[src/rtl/bbc_mem_pkg.sv]
// Shared memory-map constants and loader types for the BBC core's SDRAM loader path.
package bbc_mem_pkg;

   localparam logic [24:0] BASE_OS     = 25'h080000;
   localparam logic [24:0] BASE_MASTER = 25'h068000;
   localparam logic [24:0] ADDR_LIMIT  = 25'h060000;
   localparam logic [7:0]  CMOS_INDEX  = 8'hFF;

   typedef enum logic [1:0] {
      IDLE  = 2'd0,
      LOAD  = 2'd1,
      DRAIN = 2'd2
   } loader_state_t;

   typedef struct packed {
      logic [24:0] addr;
      logic [7:0]  data;
   } loader_entry_t;

endpackage

[src/rtl/rom_loader_bridge_fifo.sv]
// Small synchronous FIFO; pointers carry an extra wrap bit so full and empty are distinct.
module loader_fifo #(
   parameter int WIDTH = 33,
   parameter int DEPTH = 4
) (
   input  logic             clk_sys,
   input  logic             reset_n,
   input  logic             push,
   input  logic             pop,
   input  logic [WIDTH-1:0] din,
   output logic             full,
   output logic             empty,
   output logic [WIDTH-1:0] head
);

   localparam int AW = $clog2(DEPTH);

   logic [AW:0]      wr_ptr;
   logic [AW:0]      rd_ptr;
   logic [WIDTH-1:0] mem [DEPTH];
   logic             do_push;
   logic             do_pop;

   assign empty   = (wr_ptr == rd_ptr);
   assign full    = (wr_ptr[AW] != rd_ptr[AW]) && (wr_ptr[AW-1:0] == rd_ptr[AW-1:0]);
   assign head    = mem[rd_ptr[AW-1:0]];
   // A full FIFO still accepts a push when the head leaves in the same cycle.
   assign do_push = push && (!full || pop);
   assign do_pop  = pop && !empty;

   // NOTE: sequential state uses non-blocking assignments so every register
   // samples pre-edge values, independent of statement order.
   always_ff @(posedge clk_sys) begin
      if (!reset_n) begin
         wr_ptr <= '0;
         rd_ptr <= '0;
      end else begin
         if (do_push) wr_ptr <= wr_ptr + 1'b1;
         if (do_pop)  rd_ptr <= rd_ptr + 1'b1;
      end
   end

   // NOTE: storage is deliberately not reset; the pointers alone define validity,
   // and leaving the array unreset lets it map onto plain RAM.
   always_ff @(posedge clk_sys) begin
      if (do_push) mem[wr_ptr[AW-1:0]] <= din;
   end

endmodule

[src/rtl/rom_loader_bridge.sv]
// Turns the data_io byte stream into mem_sync-aligned SDRAM writes and routes CMOS images to CMOS RAM.
module rom_loader_bridge
   import bbc_mem_pkg::*;
#(
   parameter int          FIFO_DEPTH  = 4,
   parameter logic [24:0] BASE_OS     = bbc_mem_pkg::BASE_OS,
   parameter logic [24:0] BASE_MASTER = bbc_mem_pkg::BASE_MASTER,
   parameter logic [24:0] ADDR_LIMIT  = bbc_mem_pkg::ADDR_LIMIT
) (
   input  logic        clk_sys,
   input  logic        reset_n,
   input  logic        ioctl_download,
   input  logic [7:0]  ioctl_index,
   input  logic        ioctl_wr,
   input  logic [24:0] ioctl_addr,
   input  logic [7:0]  ioctl_dout,
   input  logic        mem_sync,
   output logic        loader_active,
   output logic        loader_we,
   output logic [24:0] loader_addr,
   output logic [7:0]  loader_data,
   output logic        cmos_we,
   output logic [6:0]  cmos_addr,
   output logic [7:0]  cmos_di,
   output logic        overflow
);

   loader_state_t state;
   loader_state_t next_state;
   loader_entry_t push_entry;
   loader_entry_t head_entry;
   logic          fifo_full;
   logic          fifo_empty;
   logic          pop;
   logic          push;
   logic          drop;
   logic          is_cmos;
   logic          accept_wr;

   loader_fifo #(
      .WIDTH ($bits(loader_entry_t)),
      .DEPTH (FIFO_DEPTH)
   ) u_fifo (
      .clk_sys (clk_sys),
      .reset_n (reset_n),
      .push    (push),
      .pop     (pop),
      .din     (push_entry),
      .full    (fifo_full),
      .empty   (fifo_empty),
      .head    (head_entry)
   );

   // NOTE: every signal assigned here gets a default first so no latch is inferred.
   always_comb begin
      accept_wr       = (state == LOAD) && ioctl_wr;
      is_cmos         = accept_wr && (ioctl_index == CMOS_INDEX);
      pop             = mem_sync && !fifo_empty;
      push            = accept_wr && !is_cmos && (ioctl_addr < ADDR_LIMIT) && (!fifo_full || pop);
      drop            = accept_wr && !is_cmos && !push;
      push_entry.addr = ioctl_addr + ((ioctl_index == 8'h00) ? BASE_OS : BASE_MASTER);
      push_entry.data = ioctl_dout;

      next_state = state;
      case (state)
         IDLE:    if (ioctl_download) next_state = LOAD;
         LOAD:    if (!ioctl_download) next_state = DRAIN;
         DRAIN: begin
            if (ioctl_download)               next_state = LOAD;
            else if (fifo_empty && mem_sync)  next_state = IDLE;
         end
         default: next_state = IDLE;
      endcase
   end

   always_ff @(posedge clk_sys) begin
      if (!reset_n) begin
         state         <= IDLE;
         loader_active <= 1'b0;
         loader_we     <= 1'b0;
         loader_addr   <= '0;
         loader_data   <= '0;
         cmos_we       <= 1'b0;
         cmos_addr     <= '0;
         cmos_di       <= '0;
         overflow      <= 1'b0;
      end else begin
         state         <= next_state;
         loader_active <= (next_state != IDLE);

         // The SDRAM side only ever moves on slot boundaries.
         if (mem_sync) begin
            loader_we <= pop;
            if (pop) begin
               loader_addr <= head_entry.addr;
               loader_data <= head_entry.data;
            end
         end

         cmos_we <= is_cmos;
         if (is_cmos) begin
            cmos_addr <= ioctl_addr[6:0];
            cmos_di   <= ioctl_dout;
         end

         if (state != LOAD && ioctl_download) overflow <= 1'b0;
         else if (drop)                       overflow <= 1'b1;
      end
   end

endmodule

[config.mk]
export PLATFORM = sky130hd
export DESIGN_NAME = rom_loader_bridge
export DESIGN_NICKNAME = d
export VERILOG_FILES = /design/src/rtl/bbc_mem_pkg.sv /design/src/rtl/rom_loader_bridge_fifo.sv /design/src/rtl/rom_loader_bridge.sv
export SDC_FILE = /design/constraint.sdc
export NUM_CORES = 1
export LEC_CHECK = 0
export CAP_MARGIN = 20
export CORE_MARGIN = 2
export CORE_UTILIZATION = 35
export CTS_BUF_LIST = sky130_fd_sc_hd__clkbuf_8
export DETAILED_ROUTE_END_ITERATION = 8
export PLACE_DENSITY = 0.52
export SETUP_SLACK_MARGIN = 0.4
export SYNTH_ARGS = -nofsm -noshare
export SYNTH_HDL_FRONTEND = slang
export SYNTH_SLANG_ARGS = --single-unit
[constraint.sdc]
create_clock -name clk_sys -period 3.9 [get_ports clk_sys]
set_input_delay 0.585 -clock clk_sys [delete_from_list [all_inputs] [get_ports clk_sys]]
set_output_delay 0.585 -clock clk_sys [all_outputs]
set_load 0.01 [all_outputs]
==> impl_metrics.toml, run 1 <==
[status]
status = "finished clean"

[finish]
finalNonFillerCells = 867
layout.nets = 635
final_util = 0.437
fillers = 1857
layout_commonest_cell = "edfxtp_1"
diodes = 0
drive_above_1_share = 0.155
final_cell_mix = "edfxtp_1, clkdlybuf4s50_1, nand2_1"
area_delta_synth_final_pct = 22.6

[worst_setup_path]
worst-path-max-fanout = 4
cp-start-kind = "input pin"
critPathRequiredTime_ns = 4.13
critPathCaptureType = "flip-flop"
crit_type = "in2reg"
cp.arrival_ns = 2.88

[routing]
post_drt_wl_per_cell_um = 17.2
routed.top_layer = "met4"
dr.pass1.iters = 4
met2WireLength_um = 7480
ant_nets = 0
drc_errors = 0
met1_length_um = 6690
drtIter0Drc = 189
vias_per_cell = 4.75
wl_met3_um = 547
num_vias = 4114
drt-total-wl_um = 14900

[sta]
tightestPinTransition_ns = 1.03
setup_viol = 0
rsz0062_at_grt = "false"
finalHoldViolCount = 0
fin_crit_sh = 0.680
finalSetupTns_ns = 0
maxSlewViolCount = 0
period_minus_slack_ns = 2.65
final.setup_skew_ns = 0.0137
maxSlewHeadroom = 0.315
fmax_mhz = 377

[global_routing]
antenna_found_initial = 0
grt_pass1_vias = 4335
grt_pass1_wl_um = 23400
grt_max_degree = 64
gr-total-overflow = 0
track_usage = 0.140

[placement]
place_congestion = 0.802
place_inst = 835
dp_hpwl_um = 9550
portBuffers = 97

[pwr]
peakVddDrop_mv = 0.189
p_leak_nw = 2.89
power.density_nw_per_um2 = 391

[yosys]
syn-cell-area_sq_um = 7500
ys_seq_area_frac = 0.688
synth_area_leaders = "edfxtp_1, dfxtp_1, mux4_2, nand2_1, a21boi_1"
ys_seq_elements = 192
synth_edf_count = 132
yosysTopAreaCell = "edfxtp_1"
synth-main-ff-cell = "edfxtp_1"
synthArstFlopShare = 0
synth_top_cell_area_share = 0.528
synth_cell_types = 46
ys_warn_count = 0
avgSynthCellArea_sq_um = 15.8
synth_nets = 532
syn_inst = 476

[die]
coreArea_sq_um = 21000
ios = 98
start_util = 0.357
fp.dieArea_sq_um = 22600
die_height_um = 150
row_count = 53
die_w_um = 150

[clock_network]
post_cts_buffers = 0
cts.sinks = 192
path_clk_slew_ns = 0.10
cts-hold-fix-buffers = 0
htreeDepth = 4
cts_buffer_depth = 2
cts_root_buf = "clkbuf_8"
clock_latency_ns = 0.46
cts_buffers = 17
cts_tree = "done"
cts_resized = 0

[min_path]
hold_class = "reg2reg"

[run]
cap_violations = 0
==> through the flow <==
step | hold slack, ns | power (mW) | area, sq um | worst slack, ns
floorplan | 0.465 | 2.28 | 7500 | 0.466
global placement | 0.441 | 2.36 | 8800 | 0.797
detailed placement | 0.443 | 2.36 | 8800 | 0.769
CTS | 0.460 | 3.64 | 9200 | 1.27
global route | 0.481 | 3.73 | 9200 | 1.10
finish | 0.456 | 3.60 | 9200 | 1.25
==> final timing paths <==
kind	from	to	slack, ns	depth (start not counted)
setup reg to reg	u_fifo.wr_ptr[1]$_SDFFE_PN0P_	u_fifo.mem[1][32]$_DFFE_PP_	1.51	5
hold / removal	overflow$_SDFFE_PP0P_	overflow$_SDFFE_PP0P_	0.46	2
hold reg to reg	overflow$_SDFFE_PP0P_	overflow$_SDFFE_PP0P_	0.46	2
setup / recovery	ioctl_index[3]	u_fifo.mem[3][32]$_DFFE_PP_	1.25	8
==> final cells by class <==
type	instances	area, sq um	area share
sequential	192	5170	0.562
multi-input combinational	252	2200	0.240
timing repair buffer	107	1050	0.115
tap	275	344	0.0374
clock buffer	17	234	0.0254
clock inverter	15	158	0.0171
inverter	9	33.8	0.00367
==> cell usage after synthesis (3+ instances only) <==
library cell / instances
o21ai_0: 4
mux2i_1: 18
clkbuf_1: 10
ha_1: 10
xnor2_1: 5
a21oi_1: 6
a21boi_0: 3
nor2b_1: 15
dfxtp_1: 60
and2_1: 4
nor4_1: 3
edfxtp_1: 132
xor2_1: 3
buf_2: 10
mux4_2: 33
inv_1: 9
nand2_1: 83
a21boi_1: 32
xor2_2: 3
==> power by group <==
part | internal, mW | total (mW) | switching (mW)
sequential | 2.18 | 2.18 | 0.00237
clock | 0.579 | 1.28 | 0.706
combinational | 0.0675 | 0.133 | 0.0652
total | 2.82 | 3.60 | 0.774
==> registers in the layout (all words and copies together) (netlist names) <==
signal,flops
loader_data,8
u_fifo.mem,132
u_fifo.rd_ptr,3
u_fifo.wr_ptr,3
cmos_addr,7
state,2
loader_we,1
cmos_we,1
loader_addr,25
overflow,1
loader_active,1
cmos_di,8
==> layer usage <==
metal  track usage  vias up
met1         0.174     2036
li1              -     1974
met5             0        -
met3        0.0333       15
met2         0.240       89
met4        0.0472        0
==> kinds of logic after synthesis <==
| family | Yosys count | share of synthesized area |
|---|---|---|
| XOR/XNOR | 11 | 0.0158 |
| multiplexers | 51 | 0.123 |
| adder cells (fa/ha/maj) | 10 | 0.0167 |
| AND/OR/NAND/NOR | 123 | 0.0802 |
| AO/OA/AOI/OAI | 57 | 0.0560 |
| buffers and inverters | 32 | 0.0197 |
| flip-flops | 192 | 0.688 |
==> worst max-delay path: stages <==
cell and delay, ns:
clkdlybuf4s50_1 0.43, nor4_1 0.28, nand2_1 0.17, ha_1 0.37, a31oi_1 0.13, o21ai_0 0.38, nand3_1 0.16, xnor2_1 0.36
(Power assumes the default switching activity.)
==> run 2: changes to the inputs <==
clock period = 2.6 ns   (was 3.9 ns; I/O delays follow)
==> impl_metrics.toml, run 2 (same netlist as run 1, synthesis figures left out) <==
[sta]
setup_slack_ns = 0.637
final.setup_skew_ns = 0.0146
finalSetupTns_ns = 0
rsz0062_at_grt = "false"
maxSlewViolCount = 0
hold_slack_ns = 0.456
setup_viol = 0
fin_crit_sh = 0.755
maxSlewHeadroom = 0.517
period_minus_slack_ns = 1.96
fmax_mhz = 510
tightestPinTransition_ns = 0.725
finalHoldViolCount = 0

[status]
status = "finished clean"

[routing]
dr.pass1.iters = 4
drtIter0Drc = 207
vias_per_cell = 4.75
ant_nets = 0
drt-total-wl_um = 15000
post_drt_wl_per_cell_um = 16.9
num_vias = 4223
drc_errors = 0

[global_routing]
track_usage = 0.141
grt_max_degree = 64
antenna_found_initial = 0
grt_pass1_wl_um = 23600
grt_pass1_vias = 4316
gr-total-overflow = 0

[clock_network]
clock_latency_ns = 0.46
cts.sinks = 192
cts_tree = "done"
cts_root_buf = "clkbuf_8"
cts_buffers = 17
cts_buffer_depth = 2
htreeDepth = 4
path_clk_slew_ns = 0.09

[finish]
layout_commonest_cell = "edfxtp_1"
final_util = 0.451
area_delta_synth_final_pct = 26.3
drive_above_1_share = 0.194
fillers = 1876
largest_reg_flops = 132
final_cell_mix = "edfxtp_1, clkdlybuf4s50_1, nand2_1"
layout.nets = 657
diodes = 0

[pwr]
power.density_nw_per_um2 = 566
peakVddDrop_mv = 0.305
p_leak_nw = 3.08

[die]
coreArea_sq_um = 21000
start_util = 0.357
die_w_um = 150
fp.dieArea_sq_um = 22600
die_height_um = 150
row_count = 53
ios = 98

[run]
cap_violations = 0

[worst_setup_path]
max_stage_delay_ns = 0.47
crit_chain = "clkdlybuf4s50_1 > nor4_1 > nand2_1 > nor3_2 > and2_2 > buf_12"
worst-path-max-fanout = 25
cp-start-kind = "input pin"
cp.arrival_ns = 2.11
critPathRequiredTime_ns = 2.75
critPathCaptureType = "flip-flop"
crit_type = "in2reg"
crit_slowest_cell = "clkdlybuf4s50_1"

[min_path]
hold_class = "reg2reg"

[placement]
portBuffers = 97
place_ws_ns = -0.183
dp_hpwl_um = 9450
place_congestion = 0.769
[run 2: changes by cell type in the layout (fill, tap and decap cells not counted), moves of 2 or more]
cell             delta
xor2_2              -2
dlymetal6s2s_1      +8
inv_6               +4
dfxtp_1             -2
clkdlybuf4s50_1     -8
buf_4              +17
clkinv_2            -4
xor2_4              +2
dfxtp_2             +3
buf_12              +4
[run 2: routing by layer]
metal / track usage / up-vias / routed length (um)
met5: 0 / - / 0
met4: 0.0439 / 0 / 154
met3: 0.0318 / 10 / 577
met2: 0.233 / 83 / 7320
met1: 0.186 / 2106 / 6930
li1: - / 2024 / -
[run 2: repair_timing]
item                       CTS  global route
hold buffers                 0             0
resized for setup            1            13
setup endpoints to repair   38            24
pin swaps                    2             5
setup buffers                3             1
[run 2: through the flow]
step,cells,total power [mW],area (sq um)
floorplan,476,3.42,7560
global placement,853,3.55,9020
detailed placement,853,3.56,9020
CTS,888,5.43,9420
global route,889,5.58,9480
finish,889,5.36,9480
[run 2: critical path, delay by kind of cell]
family | cells | cell delay (ns)
buffers and inverters | 2 | 0.68
AND/OR/NAND/NOR | 4 | 1.02
[run 2: power by group]
| group | internal (mW) | switching, mW | leakage, nW | total [mW] |
|---|---|---|---|---|
| combinational | 0.115 | 0.0980 | 1.22 | 0.213 |
| sequential | 3.27 | 0.00403 | 1.67 | 3.27 |
| clock | 0.789 | 1.09 | 0.194 | 1.88 |
| total | 4.17 | 1.19 | 3.08 | 5.36 |
[run 2: worst paths after layout]
kind | from | end | slack [ns] | cells past startpoint
max reg2reg | u_fifo.wr_ptr[0]$_SDFFE_PN0P_ | u_fifo.mem[1][17]$_DFFE_PP_ | 0.68 | 5
min reg2reg | loader_addr[8]$_SDFFE_PN0P_ | loader_addr[8]$_SDFFE_PN0P_ | 0.46 | 2
max | ioctl_addr[22] | u_fifo.mem[1][17]$_DFFE_PP_ | 0.64 | 6
min | loader_addr[8]$_SDFFE_PN0P_ | loader_addr[8]$_SDFFE_PN0P_ | 0.46 | 2
[run 2: layout make-up]
type / instances / area, sq um / share of cell area
flip-flops and latches: 192 / 5170 / 0.546
multi-input cells: 252 / 2250 / 0.238
repair buffers: 129 / 1290 / 0.136
well taps: 275 / 344 / 0.0363
clock buffers: 17 / 234 / 0.0247
clock inverters: 15 / 146 / 0.0154
inverters: 9 / 33.8 / 0.00357
==> run 3: changes to the inputs <==
clock period = 2 ns   (was 2.6 ns; I/O delays follow)
==> impl_metrics.toml, run 3 (same netlist as run 1, synthesis figures left out) <==
[finish]
drive_above_1_share = 0.333
diodes = 0
layout.nets = 707
final_cell_mix = "edfxtp_1, nand2_1, dfxtp_1"
largest_reg_flops = 132
final_util = 0.500
area_delta_synth_final_pct = 40.2
finalNonFillerCells = 939
layout_commonest_cell = "edfxtp_1"

[worst_setup_path]
cp-start-kind = "flip-flop"
cp_num_buf_inv = 2
crit_chain = "xor2_4 > nor4b_4 > nor3_2 > buf_4 > and2_4 > clkbuf_16"
critical-path-top-delay-family = "simple AND/OR/NAND/NOR gates"
max_stage_delay_ns = 0.39
crit_slowest_cell = "nor4b_4"
worst-path-max-fanout = 7
critPathCaptureType = "flip-flop"
critPathRequiredTime_ns = 2.22
crit_type = "reg2reg"
cp.arrival_ns = 2.01

[placement]
dp_hpwl_um = 9680
place_inst = 870
portBuffers = 97
place_congestion = 0.758

[routing]
drt-total-wl_um = 17700
drc_errors = 0
post_drt_wl_per_cell_um = 18.8
num_vias = 4521
drtIter0Drc = 255
dr.pass1.iters = 4
ant_nets = 0
vias_per_cell = 4.81

[global_routing]
gr-total-overflow = 0
grt_pass1_vias = 4539
antenna_found_initial = 0
grt_max_degree = 42
grt_pass1_wl_um = 24500
track_usage = 0.145

[clock_network]
cts-hold-fix-buffers = 0
clock_latency_ns = 0.45
cts_tree = "done"
cts_buffer_depth = 2
cts_buffers = 17
path_clk_slew_ns = 0.10
cts_root_buf = "clkbuf_8"
htreeDepth = 4
cts.sinks = 192

[sta]
tightestPinTransition_ns = 0.555
fmax_mhz = 559
finalHoldViolCount = 0
rsz0062_at_grt = "true"
maxSlewViolCount = 0
final.setup_skew_ns = 0.0139
setup_viol = 0
fin_crit_sh = 0.894
period_minus_slack_ns = 1.79
hold_slack_ns = 0.292
maxSlewHeadroom = 0.630

[die]
die_height_um = 150
ios = 98
row_count = 53
die_w_um = 150
coreArea_sq_um = 21000
fp.dieArea_sq_um = 22600
start_util = 0.357

[run]
cap_violations = 0

[pwr]
power.density_nw_per_um2 = 673
peakVddDrop_mv = 0.411
p_leak_nw = 3.83
power_mw = 7.08

[min_path]
hold_class = "in2reg"

[status]
status = "finished clean"
run 3: report_power, final:
part	total (mW)	leakage (nW)	switching [mW]	internal [mW]
sequential	4.25	1.67	0.00482	4.25
combinational	0.348	1.95	0.158	0.190
clock	2.48	0.200	1.41	1.07
run 3: cell type report:
type,count,area (sq um)
Clock buffer,18,248
Tap cell,275,344
Multi-Input combinational cell,252,2550
Fill cell,1794,10500
Clock inverter,14,146
Inverter,9,33.8
Timing Repair Buffer,179,2020
Sequential cell,192,5180
run 3: layer usage:
metal | routed length, um | vias to the layer above | GRT usage
li1 | - | 2123 | -
met1 | 7850 | 2291 | 0.187
met2 | 9030 | 93 | 0.244
met3 | 571 | 14 | 0.0309
met4 | 221 | 0 | 0.0472
met5 | 0 | - | 0
run 3: worst paths after layout:
| check | start | end | slack [ns] | cells after the start |
|---|---|---|---|---|
| setup / recovery | u_fifo.rd_ptr[0]$_SDFFE_PN0P_ | u_fifo.mem[2][21]$_DFFE_PP_ | 0.21 | 6 |
| hold / removal | reset_n | loader_data[6]$_SDFFE_PN0P_ | 0.29 | 2 |
| hold reg to reg | loader_addr[16]$_SDFFE_PN0P_ | loader_addr[16]$_SDFFE_PN0P_ | 0.45 | 2 |
| setup reg to reg | u_fifo.rd_ptr[0]$_SDFFE_PN0P_ | u_fifo.mem[2][21]$_DFFE_PP_ | 0.21 | 6 |
run 3: metrics by stage:
| step | TNS [ns] | setup WS (ns) | instance area (sq um) |
|---|---|---|---|
| after floorplan | -15.91 | -0.470 | 7700 |
| after global placement | -39.74 | -0.547 | 9380 |
| after detailed placement | -45.41 | -0.588 | 9380 |
| after CTS | 0 | 0.209 | 9890 |
| after global routing | 0 | 0.144 | 10500 |
| final | 0 | 0.212 | 10500 |
run 3: timing repair:
item	4_1_cts	5_1_grt
setup endpoints to repair	255	185
gates resized for setup	99	76
pin swaps	12	38
gates cloned	2	14
hold endpoints to repair	0	0
setup buffers	14	7
==> RTL edit (config.mk and constraints of run 3) <==
Register the inputs `ioctl_download`, `ioctl_index`, `ioctl_wr`, `ioctl_addr`, `ioctl_dout` and `mem_sync` before use, without a reset. The logic sees them one clock later.
--- a/src/rtl/rom_loader_bridge.sv
+++ b/src/rtl/rom_loader_bridge.sv
@@ -24,6 +24,22 @@
    output logic [7:0]  cmos_di,
    output logic        overflow
 );
+
+   logic ioctl_download_q;
+   logic [7:0] ioctl_index_q;
+   logic ioctl_wr_q;
+   logic [24:0] ioctl_addr_q;
+   logic [7:0] ioctl_dout_q;
+   logic mem_sync_q;
+
+   always_ff @(posedge clk_sys) begin
+      ioctl_download_q <= ioctl_download;
+      ioctl_index_q    <= ioctl_index;
+      ioctl_wr_q       <= ioctl_wr;
+      ioctl_addr_q     <= ioctl_addr;
+      ioctl_dout_q     <= ioctl_dout;
+      mem_sync_q       <= mem_sync;
+   end
 
    loader_state_t state;
    loader_state_t next_state;
@@ -53,21 +69,21 @@
 
    // NOTE: every signal assigned here gets a default first so no latch is inferred.
    always_comb begin
-      accept_wr       = (state == LOAD) && ioctl_wr;
-      is_cmos         = accept_wr && (ioctl_index == CMOS_INDEX);
-      pop             = mem_sync && !fifo_empty;
-      push            = accept_wr && !is_cmos && (ioctl_addr < ADDR_LIMIT) && (!fifo_full || pop);
+      accept_wr       = (state == LOAD) && ioctl_wr_q;
+      is_cmos         = accept_wr && (ioctl_index_q == CMOS_INDEX);
+      pop             = mem_sync_q && !fifo_empty;
+      push            = accept_wr && !is_cmos && (ioctl_addr_q < ADDR_LIMIT) && (!fifo_full || pop);
       drop            = accept_wr && !is_cmos && !push;
-      push_entry.addr = ioctl_addr + ((ioctl_index == 8'h00) ? BASE_OS : BASE_MASTER);
-      push_entry.data = ioctl_dout;
+      push_entry.addr = ioctl_addr_q + ((ioctl_index_q == 8'h00) ? BASE_OS : BASE_MASTER);
+      push_entry.data = ioctl_dout_q;
 
       next_state = state;
       case (state)
-         IDLE:    if (ioctl_download) next_state = LOAD;
-         LOAD:    if (!ioctl_download) next_state = DRAIN;
+         IDLE:    if (ioctl_download_q) next_state = LOAD;
+         LOAD:    if (!ioctl_download_q) next_state = DRAIN;
          DRAIN: begin
-            if (ioctl_download)               next_state = LOAD;
-            else if (fifo_empty && mem_sync)  next_state = IDLE;
+            if (ioctl_download_q)               next_state = LOAD;
+            else if (fifo_empty && mem_sync_q)  next_state = IDLE;
          end
          default: next_state = IDLE;
       endcase
@@ -89,7 +105,7 @@
          loader_active <= (next_state != IDLE);
 
          // The SDRAM side only ever moves on slot boundaries.
-         if (mem_sync) begin
+         if (mem_sync_q) begin
             loader_we <= pop;
             if (pop) begin
                loader_addr <= head_entry.addr;
@@ -99,11 +115,11 @@
 
          cmos_we <= is_cmos;
          if (is_cmos) begin
-            cmos_addr <= ioctl_addr[6:0];
-            cmos_di   <= ioctl_dout;
+            cmos_addr <= ioctl_addr_q[6:0];
+            cmos_di   <= ioctl_dout_q;
          end
 
-         if (state != LOAD && ioctl_download) overflow <= 1'b0;
+         if (state != LOAD && ioctl_download_q) overflow <= 1'b0;
          else if (drop)                       overflow <= 1'b1;
       end
    end
Function: changed (Yosys sat finds a counterexample within 4 cycles, from zero or initial values and one cycle with reset_n low).
==> RTL edit against run 3 <==
The run now ends with negative setup slack left. First-iteration DRC count increased by 5.5%. Total power grew 36%. Design area grew 19%. Critical path depth increased by 2. Synthesized cell count rose by 9.2%. Fmax decreased by 15%. Via count grew 9.1%. Global-route usage decreased by 0.48 points. Wire length up 10%. Sequential cell count increased by 44. Area after synthesis up 12%. Worst setup slack got worse by 0.30 ns. Worst hold slack worse by 0.077 ns. Largest cell class unchanged.
==> RTL edit: results (changes against run 3) <==
metric,value,unit,change
cts_inserted_buffers,40,,was 17
grt_first_pass_wirelength,27.8,mm,was 24.5 mm
drive_gt1_frac,0.403,,was 0.333
dp_slack,-0.138,ns,was -0.588 ns
path_clk_slew,0.06,ns,was 0.10 ns
first_global_vias,5153,,was 4539
failed_checks,negative setup slack,,
clkbuf_count,45,,was 18
ys_top_cells_by_area,"edfxtp_1, dfxtp_1, mux4_2, nand2_1, a21boi_1",,unchanged
grt_max_degree,37,,was 42
ys_types,47,,was 46
placed_area,10200,µm²,was 9380 µm²
status,"complete, but fails checks",,was finished clean
worstHoldPathCells,1,,was 2
slew_headroom,0.688,,was 0.630
min_from,ioctl_addr[0],,was reset_n
gp_congestion,0.791,,was 0.758
area_share_clock_buf_inv,0.0618,,was 0.0375
vias_per_cell,4.61,,was 4.81
use_met1,0.172,,was 0.187
r2r_cells,8,,was 6
htreeDepth,2,,was 4
final.setup.worst_slack,-0.0918,ns,was 0.212 ns
wl_met1,8.32,mm,was 7.85 mm
reg2reg_to,u_fifo.mem[3][31]$_DFFE_PP_,,was u_fifo.mem[2][21]$_DFFE_PP_
dp_hpwl,10.6,mm,was 9.68 mm
syn_nets,576,,was 532
final_nets,775,,was 707
synth_cells,520,,was 476
setup_viol,4,,was 0
wl_met2,9.93,mm,was 9.03 mm
seqPwrFrac,0.546,,was 0.601
power.switching,2.02,mW,was 1.57 mW
grtUsageMet3,0.0327,,was 0.0309
buf_share,0.182,,was 0.192
grt_usage,0.140,,was 0.145
wl_per_cell,18.2,µm,was 18.8 µm
drtIter0Drc,269,,was 255
insertion_delay,0.52,ns,was 0.45 ns
multi_input_cells,253,,was 252
worst_ep_arrival_time,2.39,ns,was 2.01 ns
p_leak,5.07,nW,was 3.83 nW
dp_cells,947,,was 870
cts_setup_buffers,9,,was 14
ir_drop,0.000496,V,was 0.000411 V
multiInputGateArea,2950,µm²,was 2550 µm²
vias,4933,,was 4521
crit_fanout,4,,was 7
fin_area,12500,µm²,was 10500 µm²
r2r_start,ioctl_index_q[4]$_DFF_P_,,was u_fifo.rd_ptr[0]$_SDFFE_PN0P_
cts_buffer_depth,3,,was 2
fin_hold_ws,0.215,ns,was 0.292 ns
clock-skew-final,0.0200,ns,was 0.0139 ns
ys_seq_area_frac,0.720,,was 0.688
min_to,ioctl_addr_q[0]$_DFF_P_,,was loader_data[6]$_SDFFE_PN0P_
cts_sinks,236,,was 192
synthTopCellsByCount,"edfxtp_1, dfxtp_1, nand2_1, mux4_2, a21boi_1",,"was edfxtp_1, nand2_1, dfxtp_1, mux4_2, a21boi_1"
RTL edit: cell count changes in the layout (fill, tap and decap cells not counted), moves of 8 or more:
cell and change:
dlygate4sd2_1 -32, a21boi_1 -17, nand2_4 +32, inv_1 +15
dfxtp_1 +35, dlymetal6s2s_1 +24, clkinv_2 +8, clkdlybuf4s50_1 +16
clkbuf_8 +27, nand2_1 -34, a21boi_2 +17, buf_4 -12
RTL edit: worst max path at each step:
| stage | startpoint | end | slack, ns | depth (start not counted) |
|---|---|---|---|---|
| global placement | ioctl_index_q[7]$_DFF_P_ | u_fifo.mem[2][31]$_DFFE_PP_ | -0.11 | 8 |
| finish | ioctl_index_q[4]$_DFF_P_ | u_fifo.mem[3][31]$_DFFE_PP_ | -0.09 | 8 |
| floorplan | u_fifo.rd_ptr[0]$_SDFFE_PN0P_ | u_fifo.mem[3][0]$_DFFE_PP_ | -0.47 | 4 |
| detailed placement | ioctl_index_q[7]$_DFF_P_ | u_fifo.mem[3][31]$_DFFE_PP_ | -0.14 | 8 |
| CTS | ioctl_index_q[7]$_DFF_P_ | u_fifo.mem[3][31]$_DFFE_PP_ | -0.12 | 8 |
| global route | ioctl_index_q[7]$_DFF_P_ | u_fifo.mem[3][31]$_DFFE_PP_ | -0.21 | 8 |
RTL edit: critical path: stages, from the launching register on:
cell and delay [ns]:
dfxtp_2 0.32, nor4_2 0.28, nand2_2 0.13, buf_6 0.15
ha_4 0.25, a21o_1 0.18, a21o_1 0.17, a211o_1 0.25
o211ai_1 0.15
RTL edit: cell families after synthesis:
kind of cell / share of synthesized area
AO/OA/AOI/OAI: 0.0501
XOR/XNOR: 0.0133
adder cells (fa/ha/maj): 0.0149
buffers and inverters: 0.0192
flip-flops: 0.720
multiplexers: 0.110
AND/OR/NAND/NOR: 0.0727
